`src/rtl/timer_bank.sv`:
```
// timer_bank: NUM_CH independent countdown timers behind a word-addressed
// register file. Each channel is a four-state FSM (IDLE/LOAD/CNT/INT) with a
// preset, a live count and a one-shot or auto-reload mode. Expirations set a
// shared write-1-to-clear pending register. Unmasked pending bits drive irq_vec
// and the aggregated irq.
module timer_bank #(
  parameter int NUM_CH = 2,
  parameter int CNT_W  = 32,
  parameter int ADDR_W = 5
) (
  input  logic              clk,
  input  logic              reset,
  input  logic [ADDR_W-1:0] addr,
  input  logic              we,
  input  logic [31:0]       wdata,
  output logic [31:0]       rdata,
  output logic [NUM_CH-1:0] irq_vec,
  output logic              irq
);

  typedef enum logic [1:0] {
    S_IDLE = 2'd0,
    S_LOAD = 2'd1,
    S_CNT  = 2'd2,
    S_INT  = 2'd3
  } state_t;

  localparam logic [ADDR_W-1:0] PEND_ADDR = ADDR_W'(4 * NUM_CH);
  localparam logic [1:0]        MODE_AUTO = 2'b01;

  logic [NUM_CH-1:0]       im_vec;
  logic [NUM_CH-1:0]       hit_vec;
  logic [NUM_CH-1:0]       pending;
  logic [NUM_CH-1:0]       w1c_mask;
  logic [NUM_CH-1:0][31:0] ctrl_word;
  logic [NUM_CH-1:0][31:0] preset_word;
  logic [NUM_CH-1:0][31:0] count_word;
  logic [NUM_CH-1:0][31:0] state_word;

  for (genvar c = 0; c < NUM_CH; c++) begin : g_ch
    localparam logic [ADDR_W-1:0] A_CTRL   = ADDR_W'(4 * c);
    localparam logic [ADDR_W-1:0] A_PRESET = ADDR_W'(4 * c + 1);

    logic             en;
    logic             im;
    logic [1:0]       mode;
    logic [CNT_W-1:0] preset;
    logic [CNT_W-1:0] count;
    state_t           state;
    state_t           state_nxt;
    logic             wr_ctrl;
    logic             wr_preset;
    logic             do_load;
    logic             do_dec;
    logic             do_hit;
    logic             clr_en;

    assign wr_ctrl   = we && (addr == A_CTRL);
    assign wr_preset = we && (addr == A_PRESET);

    // CTRL register; a bus write beats the one-shot EN clear on the same edge.
    // NOTE: sequential state uses non-blocking (<=) so every flop samples pre-edge values.
    always_ff @(posedge clk or negedge reset) begin
      if (!reset) begin
        en   <= 1'b0;
        mode <= 2'b00;
        im   <= 1'b0;
      end else if (wr_ctrl) begin
        en   <= wdata[0];
        mode <= wdata[2:1];
        im   <= wdata[3];
      end else if (clr_en) begin
        en   <= 1'b0;
      end
    end

    // PRESET register; only sampled by LOAD, so a running count is untouched.
    always_ff @(posedge clk or negedge reset) begin
      if (!reset)         preset <= '0;
      else if (wr_preset) preset <= wdata[CNT_W-1:0];
    end

    // FSM state register.
    always_ff @(posedge clk or negedge reset) begin
      if (!reset) state <= S_IDLE;
      else        state <= state_nxt;
    end

    // FSM next state; LOAD and INT always finish their single cycle.
    // NOTE: assigning a default first keeps always_comb free of inferred latches.
    always_comb begin
      state_nxt = state;
      unique case (state)
        S_IDLE: if (en) state_nxt = S_LOAD;
        S_LOAD: state_nxt = en ? S_CNT : S_IDLE;
        S_CNT: begin
          if (!en)                    state_nxt = S_IDLE;
          else if (count <= CNT_W'(1)) state_nxt = S_INT;
        end
        S_INT:  state_nxt = (en && mode == MODE_AUTO) ? S_LOAD : S_IDLE;
      endcase
    end

    // FSM outputs: counter controls, expiry strobe and the one-shot EN clear.
    always_comb begin
      do_load = (state == S_LOAD);
      do_dec  = (state == S_CNT) && en && (count > CNT_W'(1));
      do_hit  = (state == S_CNT) && en && (count <= CNT_W'(1));
      clr_en  = (state == S_INT) && (mode != MODE_AUTO);
    end

    // Counter: load, decrement, or force to zero on expiry (never wraps).
    always_ff @(posedge clk or negedge reset) begin
      if (!reset)       count <= '0;
      else if (do_load) count <= preset;
      else if (do_dec)  count <= count - CNT_W'(1);
      else if (do_hit)  count <= '0;
    end

    assign ctrl_word[c]   = {28'd0, im, mode, en};
    assign preset_word[c] = 32'(preset);
    assign count_word[c]  = 32'(count);
    assign state_word[c]  = {30'd0, state};
    assign im_vec[c]      = im;
    assign hit_vec[c]     = do_hit;
  end

  assign w1c_mask = (we && addr == PEND_ADDR) ? wdata[NUM_CH-1:0] : '0;

  // Pending register; a hardware set wins over a same-edge write-1-to-clear.
  always_ff @(posedge clk or negedge reset) begin
    if (!reset) pending <= '0;
    else        pending <= (pending & ~w1c_mask) | hit_vec;
  end

  assign irq_vec = pending & im_vec;
  assign irq     = |irq_vec;

  // Zero-latency read mux; unmapped words read zero.
  always_comb begin
    rdata = '0;
    if (addr == PEND_ADDR) rdata[NUM_CH-1:0] = pending;
    for (int c = 0; c < NUM_CH; c++) begin
      if (addr[ADDR_W-1:2] == (ADDR_W-2)'(c)) begin
        unique case (addr[1:0])
          2'd0: rdata = ctrl_word[c];
          2'd1: rdata = preset_word[c];
          2'd2: rdata = count_word[c];
          2'd3: rdata = state_word[c];
        endcase
      end
    end
  end

endmodule

```
`config.mk`:
```
export PLATFORM = sky130hd
export DESIGN_NAME = timer_bank
export DESIGN_NICKNAME = d
export VERILOG_FILES = /design/src/rtl/timer_bank.sv
export SDC_FILE = /design/constraint.sdc
export NUM_CORES = 1
export LEC_CHECK = 0
export ABC_AREA = 1
export CAP_MARGIN = 10
export CORE_UTILIZATION = 50
export CTS_CLUSTER_DIAMETER = 50
export CTS_CLUSTER_SIZE = 20
export DETAILED_ROUTE_END_ITERATION = 7
export PLACE_DENSITY_LB_ADDON = 0.05
export SETUP_SLACK_MARGIN = 0.1
export SLEW_MARGIN = 20
export SYNTH_ARGS = -nofsm -noshare
export SYNTH_HDL_FRONTEND = slang
export SYNTH_SLANG_ARGS = --single-unit
```
`constraint.sdc`:
```
create_clock -name clk -period 4.2 [get_ports clk]
set_clock_uncertainty 0.05 [all_clocks]
set_input_delay 0.84 -clock clk [delete_from_list [all_inputs] [get_ports clk]]
set_output_delay 0.84 -clock clk [all_outputs]
set_load 0.05 [all_outputs]
```
==> impl_results.md, run 1 <==
- DR vias: about 8700
- Total Neg Setup Slack: 0 ns
- Num CTS Buffers: 17
- Grt met1 use: 42.8%
- Fin. max-slew vios: 0
- Crit. Startpoint: addr[1]
- Slew headroom: 34.8%
- Maximum clock frequency: between 200 and 300 MHz
- Total Power: roughly 7 mW
- Min-delay worst type: in -> async
- GP Congestion: a little under 1
- RR Startpoint: g_ch[1].count[0]
- Critical path arrival: 2.71 ns
- Die Width: approximately 130 um
- Area after DPL: between 9000 and 10000 um^2
- Yosys cell types: 32
- CP Cell Sequence: clkdlybuf4s50_1 > inv_2 > nand2_1 > buf_4 > buf_4 > o22ai_1 > a22o_1 > buf_12
- Final Instance Area: 10500 um^2
- Post-Syn Nets: 1284
- Power per Cell Area: between 600 and 700 nW/um^2
- Area Overhead vs Synth: 18.5%
- Core footprint: approximately 17000 um^2
- Mapped cell area: slightly below 9000 um^2
- Worst setup SP type: primary input
- Critical path class: in -> out
- Layout cell share with drive strength beyond 1: between 8 and 9%
- Routed Antenna Nets: 0
- Compound-gate portion of the synthesized area: approximately 20%
- RSZ-0062 raised after global routing: no
- Share of the synthesized area in the top cell type: between 40% and 50%
- Max Cap Viol: 0
- Syn Area/Cell: ~7 um^2
- Post-Synth Adder-Cell Area: 0.566%
- GRT Total Usage: about a third
- Crit path max fanout: 26
- First-pass GRT wire length: around 46000 um
- Fin. Hold Viols: 0
- Post-synthesis cell count: approximately 1200
- WL/cell: between 15 and 20 um
- Synth Warn #: 0
- # diodes: 0
- Worst setup EP type: output port
- Grt met2 use: around 54%
- Hold Buf Count CTS: 0
- Final setup viols: 0
- Run status: finished, final reports clean
- CP max stage cell: clkdlybuf4s50_1
- Leak: approximately 5.0 nW
- Post-Synth XOR/XNOR Area: under 10%
- #FFs+latches synth: between 100 and 150
- Sequential cell area fraction in the yosys report: between 40% and 50%
- Post-CTS Resized: 0
- Nets: between 1000 and 1500
- Global route overflow: 0
- Row cnt: 48
- Largest family of logic cells by synthesized area: simple AND/OR/NAND/NOR gates
- CP top delay family: buffers and inverters
- Io pins: 75
- HPWL after DPL: 21800 um
- Die H: 135 um
- Fill cells: 1649
- Clock Sinks: between 100 and 150
- Least-Margin Pin Slew: 0.978 ns
- Post-CTS setup buffer count: 0
- Synth Area in Simple Gates: 26.1%
- Post-layout util: between 60% and 70%
- Synth area leaders: dfrtp_1, nand2_1, inv_1
- Initial drt markers: 780
- Minimum clock period: roughly 3.6 ns
- Initial Util: 51.1%
- Tcrit/Tclk final: 85.8%
- Gr busiest metal: met2
- Clk_lat worst skew: 0.44 ns
- H-tree levels: 4
- Routed WL: between 20000 and 30000 um
- Die area: between 15000 and 20000 um^2
- Worst vdd ir: 479 uV
- Mux contribution to synthesized area: 0%
- Vias in the first global route: just over 8000
- Initial antenna violation count: 0
- Vias per cell: 5.65
- CTS tree: built
- Root Buffer: clkbuf_16
- CP most frequent cell: buf_4
- Largest net degree at the start of global routing: 102
- DRC Markers: 0
- DRT Pass-1 Iters: 7
- Yosys top cell by area: dfrtp_1
- Worst path bufs/invs: 5
- Port Buffer Count: 74
- Slowest cell delay on critical path: roughly 0.64 ns
- GR Layer Usage met3: 4.92%
- Reg clk slew, reported paths: approximately 0.07 ns
- Max clock buf depth: 2
- WP data required: about 3.3 ns
## worst reg2reg max path, delay by kind of cell (launching register included)
family / cells / cell delay, ns
and+or+nand+nor: 8 / 1.11
buffers and inverters: 2 / 0.30
DFF: 1 / 0.40
adders and majority gates: 1 / 0.34
## kinds of logic after synthesis
logic type      after synthesis
compound gates              287
xor+xnor                     23
fa+ha+maj                     4
buf+inv                     240
flops                       142
simple gates                544
## stage by stage
stage | instances | setup WS [ns] | hold WS [ns]
final | 1536 | 0.596 | 0.437
after global routing | 1536 | 0.465 | 0.453
after CTS | 1536 | 0.622 | 0.440
after detailed placement | 1504 | 0.623 | 0.423
after global placement | 1504 | 0.687 | 0.417
after floorplan | 1240 | 0.699 | 0.403
## final timing paths
path,end,slack [ns],cells past startpoint
worst max-delay path,rdata[21],0.60,8
worst min-delay path,g_ch[0].preset[26],0.44,1
worst max register to register,g_ch[1].count[30],1.90,11
worst min register to register,g_ch[0].preset[0],0.44,2
max in group asynchronous,g_ch[0].state[1],2.76,2
min in group clk,g_ch[0].preset[0],0.44,2
## cell usage in the layout, fill, tap and decap left out, types with 3 or more instances in the layout
master	instances
nand2_2	5
xor2_1	22
nand2_4	5
inv_2	7
o22ai_1	96
nor2_2	10
nand4_1	13
nand3_1	62
clkbuf_16	17
buf_4	24
o21bai_1	38
nor2_1	123
inv_1	186
o21ai_1	14
clkdlybuf4s50_1	41
dfrtp_1	142
o221ai_1	3
clkinv_4	5
o21ai_0	100
nand2_1	316
inv_6	5
ha_1	4
a21oi_1	4
nor2_4	4
buf_12	20
a22o_1	28
nand3_2	3
clkinv_8	3
## routing by layer
metal / wire, um / up-vias / part of all wire, %
met5: 0 / - / 0
met4: 1570 / 0 / 5.4
met3: 1700 / 80 / 5.8
met2: 13700 / 377 / 47
met1: 12200 / 4057 / 42
li1: - / 4166 / -
## cells in the mapped netlist
master and instances:
a21oi_1 4, a22o_1 28, a31oi_1 2, buf_1 5
buf_2 16, buf_6 4, clkbuf_1 22, dfrtp_1 142
ha_1 4, inv_1 186, inv_2 7, nand2_1 317
nand2_2 4, nand2_4 5, nand3_1 62, nand3_2 3
nand4_1 13, nor2_1 123, nor2_2 10, nor2_4 4
nor2_8 1, nor3_2 1, nor4_2 1, o211ai_1 1
o21ai_0 100, o21ai_1 14, o21bai_1 38, o221ai_1 3
o22ai_1 96, o31ai_1 1, xnor2_1 1, xor2_1 22
## power breakdown
group / switching, mW / internal [mW] / total, mW / leakage, nW
combinational: 2.35 / 1.10 / 3.45 / 2.90
sequential: 0.446 / 1.78 / 2.23 / 1.85
clock: 0.701 / 0.786 / 1.49 / 0.283
## area by class of cell
type	instances	area, um^2	share of cell area (%)
Timing Repair Buffer	86	1000	9.57
Clock inverter	15	153	1.46
Sequential cell	142	3550	33.9
Clock buffer	17	425	4.06
Tap cell	225	282	2.69
Inverter	193	724	6.92
Multi-Input combinational cell	858	4330	41.4
## state kept, by name (all words and copies together) (netlist names)
| signal | flops |
|---|---|
| g_ch.state | 4 |
| g_ch.count | 64 |
| pending | 2 |
| g_ch.preset | 64 |
| g_ch.im | 2 |
| g_ch.mode | 4 |
| g_ch.en | 2 |
No activity file was read; power rests on OpenSTA's default activity.
==> run 2, diff against run 1 <==
--- a/config.mk
+++ b/config.mk
@@ -13,7 +13,7 @@
 export DETAILED_ROUTE_END_ITERATION = 7
 export PLACE_DENSITY_LB_ADDON = 0.05
 export SETUP_SLACK_MARGIN = 0.1
-export SLEW_MARGIN = 20
+export SLEW_MARGIN = 40
 export SYNTH_ARGS = -nofsm -noshare
 export SYNTH_HDL_FRONTEND = slang
 export SYNTH_SLANG_ARGS = --single-unit
==> constraint.sdc (replaced) <==
create_clock -name clk -period 3.6 [get_ports clk]
set_clock_uncertainty 0.05 [all_clocks]
set_input_delay 0.72 -clock clk [delete_from_list [all_inputs] [get_ports clk]]
set_output_delay 0.72 -clock clk [all_outputs]
set_load 0.05 [all_outputs]
==> impl_results.md, run 2 (synthesized netlist as in run 1, its figures left out) <==
- Initial drt markers: 703 (-9.9%)
- Crit path max fanout: 22 (-15%)
- GRT Total Usage: 33.2% (-0.30 points)
- Fin. max-slew vios: 0 (unchanged)
- Die Width: 135 um (unchanged)
- Initial Util: 51.1% (unchanged)
- Top routing layer in use: met4
- Max clock buf depth: 2 (unchanged)
- Core footprint: 17300 um^2 (unchanged)
- Fin. Hold Viols: 0 (unchanged)
- Maximum clock frequency: ~290 MHz
- M1 WL: 12500 um (+2.6%)
- Die H: 135 um (unchanged)
- Post-CTS Resized: 0 (unchanged)
- Register Area: 3550 um^2 (unchanged)
- Final setup viols: 0 (unchanged)
- CTS tree: built
- Num CTS Buffers: 17 (unchanged)
- Commonest cells after routing, fill and taps aside: nand2_1, inv_1, dfrtp_1, nor2_1, o21ai_0
- Commonest non-fill, non-tap cell in the layout: nand2_1
- Routed Antenna Nets: 0 (unchanged)
- Critical path class: in -> out
- Post-CTS setup buffer count: 0 (unchanged)
- Leak: 5.07 nW (+0.64%)
- Die area: 18200 um^2 (unchanged)
- Biggest registers after layout: g_ch.count (64), g_ch.preset (64)
- Minimum clock period: 3.42 ns
- H-tree levels: 4 (unchanged)
- Port Buffer Count: 74 (unchanged)
- Run status: finished, final reports clean
- HPWL after DPL: 21800 um (+0.42%)
- Met2 routed wirelength: 13600 um (-0.41%)
- Worst setup EP type: output port
- DRT Pass-1 Iters: 6 (-1)
- Slew headroom: 58.4% (+24 points)
- Least-Margin Pin Slew: 0.624 ns (-0.354 ns)
- DR vias: 8683 (+0.035%)
- Met3 wire len: 1890 um (+11%)
- Min-delay worst type: in -> async
- Max Cap Viol: 0 (unchanged)
- First-pass GRT wire length: 44700 um (-1.7%)
- Io pins: 75 (unchanged)
- Worst vdd ir: 353 uV (-26%)
- DRC Markers: 0 (unchanged)
- Initial antenna violation count: 0 (unchanged)
- Finished Layout Cells: 1539 (+0.20%)
- Power per Cell Area: 799 nW/um^2 (+17%)
- RSZ-0062 raised after global routing: no
- Row cnt: 48 (unchanged)
- Clock Sinks: 142 (unchanged)
- Area Overhead vs Synth: 19.2%
- Tcrit/Tclk final: a little over nine tenths
- Worst setup SP type: primary input
- Placed cells: 1507 (+0.20%)
- Total Neg Setup Slack: 0 ns (unchanged)
- # diodes: 0 (unchanged)
- Root Buffer: clkbuf_16
- WL/cell: 19.1 um (+0.53%)
- Area of the multi-input gates: 4330 um^2 (unchanged)
- Total Power: 8.42 mW (+17%)
- WP data required: 2.83 ns (-0.48 ns)
- Fill cells: 1653 (+0.24%)
- Critical path arrival: 2.65 ns (-0.06 ns)
- Layout cell share with drive strength beyond 1: 8.90% (+0.21 points)
- Hold Buf Count CTS: 0 (unchanged)
- Vias per cell: 5.64 (-0.16%)
- GP Congestion: 0.974 (+1.4%)
- Vias in the first global route: 7972 (-2.8%)
- Routed WL: 29300 um (+0.72%)
- Clk_lat worst skew: 0.44 ns (about the same)
- Reg clk slew, reported paths: 0.07 ns (about the same)
- Global route overflow: 0 (unchanged)
- Largest net degree at the start of global routing: 66 (-35%)
- Nets: 1345 (+0.22%)
run 2: routing by layer:
layer,GRT usage [%],vias up
met3,5.67,64
met2,53.2,385
met5,0,-
met1,43.1,4048
li1,-,4186
met4,16.9,0
run 2: worst paths after layout:
path / start / endpoint / slack (ns) / cells past startpoint
min in group clk: g_ch[0].preset[9] / g_ch[0].preset[9] / 0.44 / 2
min reg2reg: g_ch[0].preset[9] / g_ch[0].preset[9] / 0.44 / 2
min: reset / g_ch[0].count[30] / 0.20 / 1
max reg2reg: g_ch[1].count[0] / g_ch[1].count[21] / 1.29 / 11
max: addr[1] / rdata[23] / 0.18 / 8
max in group asynchronous: reset / g_ch[0].count[9] / 2.53 / 2
run 2: through the flow:
stage                     util, %  cell area [um^2]  hold WS [ns]  setup WS, ns
after floorplan                 -              8840         0.374         0.339
after global placement       57.5              9940         0.416         0.270
after detailed placement     57.5              9940         0.424         0.220
after CTS                    60.9             10500         0.240         0.218
after global routing         60.9             10500         0.247         0.110
final                        60.9             10500         0.198         0.175
run 2: area by class of cell:
cell class                      instances  share of cell area [%]
Tap cell                              225                    2.67
Clock buffer                           17                    4.04
Inverter                              193                    6.88
Timing Repair Buffer                   89                    9.96
Multi-Input combinational cell        858                    41.1
Sequential cell                       142                    33.7
Clock inverter                         15                    1.59
run 2: report_power, final:
group          internal [mW]  switching [mW]  total, mW  leakage, nW
Clock                  0.990           0.822       1.81        0.292
Combinational           1.29            2.71       4.00         2.93
Sequential              2.08           0.528       2.60         1.85
run 2: critical path, stage by stage:
cell	delay [ns]
clkdlybuf4s50_1	0.62
inv_2	0.06
nand2_1	0.18
buf_4	0.25
buf_4	0.27
o22ai_1	0.11
a22o_1	0.27
buf_12	0.16
==> run 3, diff against run 2 <==
--- a/config.mk
+++ b/config.mk
@@ -12,7 +12,6 @@
 export CTS_CLUSTER_SIZE = 20
 export DETAILED_ROUTE_END_ITERATION = 7
 export PLACE_DENSITY_LB_ADDON = 0.05
-export SETUP_SLACK_MARGIN = 0.1
 export SLEW_MARGIN = 40
 export SYNTH_ARGS = -nofsm -noshare
 export SYNTH_HDL_FRONTEND = slang
==> results of run 3 <==
Same layout as run 2: the final DEF is identical, and so are final timing and power.
